## config.mk

```make
export PLATFORM = sky130hd
export DESIGN_NAME = ac97_capture
export DESIGN_NICKNAME = d
export VERILOG_FILES = /design/src/rtl/ac97_capture.sv
export SDC_FILE = /design/constraint.sdc
export NUM_CORES = 1
export LEC_CHECK = 0
export BUFFER_PORTS_ARGS = -buffer_cell sky130_fd_sc_hd__buf_4
export CELL_PAD_IN_SITES_DETAIL_PLACEMENT = 0
export CELL_PAD_IN_SITES_GLOBAL_PLACEMENT = 1
export CORE_AREA = 2 2 107 109
export CTS_BUF_LIST = sky130_fd_sc_hd__clkbuf_16
export DETAILED_ROUTE_END_ITERATION = 10
export DIE_AREA = 0 0 109 111
export GPL_ROUTABILITY_DRIVEN = 0
export PLACE_DENSITY = 0.78
export SYNTH_ARGS = -nofsm -noshare
export SYNTH_HDL_FRONTEND = slang
export SYNTH_SLANG_ARGS = --single-unit
```

## constraint.sdc

```tcl
create_clock -name clk -period 3.9 [get_ports clk]
set_clock_uncertainty 0.1 [all_clocks]
set_input_delay 0.39 -clock clk [delete_from_list [all_inputs] [get_ports clk]]
set_output_delay 0.39 -clock clk [all_outputs]
set_load 0.005 [all_outputs]
```

## src/rtl/ac97_capture.sv

```systemverilog
// AC97 record-path deserializer: tracks AC-link frames on bit_clk and pushes
// valid slot 3/4 PCM pairs (left then right) into an async FIFO write port.
module ac97_capture #(
  parameter int OVF_WIDTH = 8
) (
  input  logic                 clk,
  input  logic                 rst_b,
  input  logic                 sdata_in,
  input  logic                 sync,
  input  logic                 capture_en,
  input  logic                 fifo_full,
  output logic                 fifo_wr_en,
  output logic [19:0]          fifo_din,
  output logic                 locked,
  output logic                 codec_ready,
  output logic [OVF_WIDTH-1:0] overflow_count,
  output logic [7:0]           resync_count,
  output logic [1:0]           dbg_state
);

  // FIFO handshake: a sample is transferred at a rising clk edge where
  // fifo_wr_en=1; fifo_wr_en is never raised while fifo_full=1, and fifo_din
  // is stable for the whole cycle in which fifo_wr_en is high.
  typedef enum logic [1:0] {IDLE = 2'd0, WR_L = 2'd1, WR_R = 2'd2} state_t;

  state_t                 r_state;
  state_t                 w_next_state;
  logic                   r_prev_sync;
  logic                   r_locked;
  logic [7:0]             r_bit_cnt;
  logic [19:0]            r_shift;
  logic                   r_tag_ok;
  logic                   r_codec_ready;
  logic [19:0]            r_left;
  logic [19:0]            r_right;
  logic [19:0]            r_din;
  logic [OVF_WIDTH-1:0]   r_ovf;
  logic [7:0]             r_resync;

  logic                   w_sync_edge;
  logic                   w_bit_valid;
  logic [7:0]             w_bit_idx;
  logic [19:0]            w_word;
  logic                   w_pending;
  logic                   w_ovf_inc;

  assign w_sync_edge = sync & ~r_prev_sync;
  assign w_bit_valid = w_sync_edge | r_locked;
  assign w_bit_idx   = w_sync_edge ? 8'd0 : r_bit_cnt;
  // Current sample appended to the history: the complete field ending at this bit.
  assign w_word      = {r_shift[18:0], sdata_in};
  assign w_pending   = w_bit_valid && (w_bit_idx == 8'd95) && capture_en && r_tag_ok;
  assign w_ovf_inc   = ((r_state == WR_L) && fifo_full) || ((r_state == WR_R) && w_pending);

  // Frame tracking and sample capture
  always_ff @(posedge clk) begin
    if (!rst_b) begin
      r_prev_sync   <= 1'b1;
      r_locked      <= 1'b0;
      r_bit_cnt     <= 8'd0;
      r_shift       <= 20'd0;
      r_tag_ok      <= 1'b0;
      r_codec_ready <= 1'b0;
      r_left        <= 20'd0;
      r_right       <= 20'd0;
      r_resync      <= 8'd0;
    end else begin
      r_prev_sync <= sync;
      r_shift     <= w_word;
      if (w_sync_edge) begin
        r_locked  <= 1'b1;
        r_bit_cnt <= 8'd1;
        if (r_locked && (r_bit_cnt != 8'd0) && (r_resync != 8'hFF))
          r_resync <= r_resync + 8'd1;
      end else if (r_locked) begin
        r_bit_cnt <= r_bit_cnt + 8'd1;
      end
      if (w_bit_valid) begin
        if (w_bit_idx == 8'd15) begin
          r_codec_ready <= w_word[15];
          r_tag_ok      <= w_word[15] & w_word[12] & w_word[11];
        end
        if (w_bit_idx == 8'd75) r_left  <= w_word;
        if (w_bit_idx == 8'd95) r_right <= w_word;
      end
    end
  end

  // Write datapath and saturating drop counter
  always_ff @(posedge clk) begin
    if (!rst_b) begin
      r_din <= 20'd0;
      r_ovf <= '0;
    end else begin
      if ((r_state == IDLE) && w_pending)
        r_din <= r_left;
      else if ((r_state == WR_L) && !fifo_full)
        r_din <= r_right;
      if (w_ovf_inc && !(&r_ovf))
        r_ovf <= r_ovf + 1'b1;
    end
  end

  always_ff @(posedge clk) begin
    if (!rst_b) r_state <= IDLE;
    else        r_state <= w_next_state;
  end

  always_comb begin
    w_next_state = r_state;
    case (r_state)
      IDLE:    if (w_pending) w_next_state = WR_L;
      // A full FIFO at the left write drops the whole pair.
      WR_L:    w_next_state = fifo_full ? IDLE : WR_R;
      WR_R:    if (!fifo_full) w_next_state = IDLE;
      default: w_next_state = IDLE;
    endcase
  end

  always_comb begin
    fifo_wr_en = 1'b0;
    if ((r_state == WR_L) || (r_state == WR_R))
      fifo_wr_en = ~fifo_full;
  end

  assign fifo_din       = r_din;
  assign locked         = r_locked;
  assign codec_ready    = r_codec_ready;
  assign overflow_count = r_ovf;
  assign resync_count   = r_resync;
  assign dbg_state      = r_state;

endmodule

```

==> impl_metrics.py <==
metrics = {
    "status": {
        "status": "complete, no violations",
    },
    "timing": {
        "fin_crit_sh_pct": 58.4,
        "rsz0062_at_grt": "false",
        "hold_violations": 0,
        "period_needed_ps": 2280,
        "worstMarginPinSlew_ps": 985,
        "final.setup.worst_slack_ps": 1620,
        "slew_violations": 0,
        "max_freq_ghz": 0.439,
        "max_slew_margin_pct": 34.3,
        "setup_viol": 0,
        "finalSetupTns_ps": 0,
    },
    "place": {
        "dp.cells": 620,
        "dpl.hpwl_um": 5480,
        "preCtsSetupSlack_ps": 1640,
        "io_buffers": 46,
    },
    "cells_and_area": {
        "finish.utilization_pct": 45.1,
        "area_delta_synth_final_pct": 16.9,
        "drive_gt1_share_pct": 14.8,
        "register_area_sq_um": 2180,
        "antenna_cells": 0,
        "multi_input_area_sq_um": 1930,
        "finish.net_count": 502,
        "fillers": 1063,
        "fin_cells": 636,
    },
    "synthesis": {
        "synth.net_count": 470,
        "netlist_area_sq_um": 4270,
        "synth.avg_cell_area_sq_um": 9.37,
        "yosysWarnings": 0,
        "ys_types": 40,
        "synth-seq-cells": 109,
        "ys_seq_area_share_pct": 51.1,
        "syn-instance-count": 456,
    },
    "worst_setup_path": {
        "cp-start-kind": "flip-flop",
        "cp.arrival_ps": 2450,
        "critical_path_class": "reg -> reg",
        "crit_fanout": 20,
        "end_kind": "flip-flop",
        "critical_path_required_ps": 4080,
    },
    "floorplan": {
        "fp.dieArea_sq_um": 12100,
        "die_x_um": 109,
        "start_util_pct": 38.6,
        "num_rows": 39,
        "core-area_sq_um": 11100,
        "fp.dieH_um": 111,
        "ios": 47,
    },
    "route": {
        "drtIter0Drc": 131,
        "vias_per_cell": 5.09,
        "drcViolationCount": 0,
        "drt_wl_total_um": 8680,
        "firstDrtPassIters": 5,
        "wl_per_cell_um": 13.7,
        "num_vias": 3235,
        "ant_nets": 0,
    },
    "pwr": {
        "pwr-share-clk_pct": 44.1,
        "ir_drop_mv": 0.202,
        "p_comb_share_pct": 1.7,
        "switching_share_pct": 21.3,
        "p_seq_share_pct": 54.2,
        "powerDensity_nw_per_um2": 413,
        "intPower_mw": 1.63,
        "p_sw_mw": 0.440,
        "power.total_mw": 2.07,
        "leakagePower_nw": 2.17,
    },
    "cts": {
        "cts.sinks": 109,
        "post_cts.repair.setup_buffers": 0,
        "clockBufferDepth": 2,
        "cts_hold_buf": 0,
        "cts_tree": "built",
        "ctsHtreeMaxLevel": 3,
        "numCtsBuffers": 9,
        "clk_latency_ps": 350,
        "cts.clk_slew.worst_paths_ps": 70,
        "root_buffer": "clkbuf_16",
        "cts_resized": 0,
    },
    "global_routing": {
        "overflow": 0,
        "grt_usage_pct": 15.0,
        "grt_pass1_vias": 3052,
        "antenna_found_initial": 0,
        "grt_max_degree": 57,
        "grt_first_pass_wirelength_um": 14400,
    },
    "worst_hold_path": {
        "hp-class": "in -> reg",
    },
    "flow_run": {
        "drv_cap": 0,
    },
}
## placed cells by master (no fill, tap or decap), types with 3 or more instances in the layout
cell / netlist / layout
a211oi_1: 21 / 21
a21oi_1: 32 / 32
and2_1: 20 / 20
and3_1: 3 / 3
buf_4: 2 / 50
clkbuf_16: 0 / 9
dfxtp_1: 109 / 109
ha_1: 8 / 8
inv_1: 8 / 8
mux2i_1: 45 / 45
nand2_1: 57 / 57
nand2b_1: 4 / 4
nand3_1: 11 / 11
nand4_1: 5 / 5
nor2_1: 57 / 57
o21ai_0: 4 / 4
o31ai_1: 6 / 6
or3_1: 5 / 5
or4_1: 4 / 4
xor2_1: 7 / 7
## state kept, by name, indices dropped and copies added (netlist names)
name            flops
r_prev_sync         1
r_bit_cnt           8
dbg_state           2
r_shift            19
fifo_din           20
r_tag_ok            1
locked              1
overflow_count      8
resync_count        8
codec_ready         1
r_right            20
r_left             20
## per-stage QoR
step,cell area (sq um),hold slack (ps)
finish,5000,137
global route,5000,136
CTS,5000,131
detailed placement,4700,346
global placement,4700,339
floorplan,4270,331
## layer usage
layer  share of wire [%]  global-route usage [%]
met3                 3.4                    3.41
met4                 1.5                    6.58
met1                  49                    19.5
met2                  46                    23.4
met5                   0                       0
## path summary, 6_finish.rpt
path	startpoint	end	slack [ps]	cells past startpoint
hold reg to reg	r_right[3]	r_right[3]	350	2
hold / removal	sync	r_prev_sync	140	2
setup / recovery	locked	r_right[10]	1620	5
setup reg to reg	locked	r_right[10]	1620	5
## power by group through the flow
stage	clock [mW]	combinational [mW]	sequential, mW
finish	0.911	0.0349	1.12
global route	0.976	0.0400	1.12
CTS	0.934	0.0362	1.12
detailed placement	0	0.0359	1.15
global placement	0	0.0357	1.15
floorplan	0	0.0244	1.14
## kinds of logic (layout without fill, tap and decap cells)
| family | count (synthesis) | count (layout) | share of synthesized area, % |
|---|---|---|---|
| multiplexers | 45 | 45 | 10.5 |
| AND/OR/NAND/NOR | 174 | 174 | 19.0 |
| adder cells (fa/ha/maj) | 8 | 8 | 2.34 |
| XOR/XNOR | 8 | 8 | 1.64 |
| flip-flops | 109 | 109 | 51.1 |
| buffers and inverters | 38 | 75 | 3.75 |
| AO/OA/AOI/OAI | 74 | 74 | 11.7 |
## Yosys cell counts, drive strengths merged
library cell / instances / share of area, %
o21bai: 1 / 0.18
ha: 8 / 2.3
xnor2: 1 / 0.20
dfxtp: 109 / 51
o211ai: 1 / 0.18
o31ai: 6 / 1.1
buf: 10 / 1.3
or2: 1 / 0.15
nor2: 57 / 5.0
a211oi: 21 / 3.7
nand4: 5 / 0.73
and4: 2 / 0.47
and3: 5 / 0.97
o41ai: 1 / 0.20
or4: 4 / 0.70
a21oi: 32 / 3.7
o311a: 1 / 0.23
or3: 5 / 0.73
nand2b: 4 / 0.59
nor2b: 1 / 0.15
a31oi: 1 / 0.15
nand3: 11 / 1.3
o311ai: 1 / 0.20
a21bo: 1 / 0.23
and2: 20 / 2.9
clkbuf: 19 / 1.7
a32oi: 1 / 0.64
a311oi: 1 / 0.35
a32o: 1 / 0.23
xor2: 7 / 1.4
inv: 8 / 0.70
mux2i: 45 / 11
nand2: 57 / 5.0
clkinv: 1 / 0.088
nor4: 2 / 0.29
o21ai: 5 / 0.59
## cell type report
class,instances,share of cell area (%)
Tap cell,143,3.58
Clock inverter,7,1.43
Sequential cell,109,43.7
Clock buffer,9,4.51
Inverter,9,0.676
Timing Repair Buffer,50,7.51
Multi-Input combinational cell,309,38.6
## worst max-delay path, stage by stage (launching register included)
cell and delay (ps):
dfxtp_1 490, and3_4 260, and3_1 320, and2_1 710, nand2_1 140, a21oi_1 170
Power figures use the tool's default switching activity.
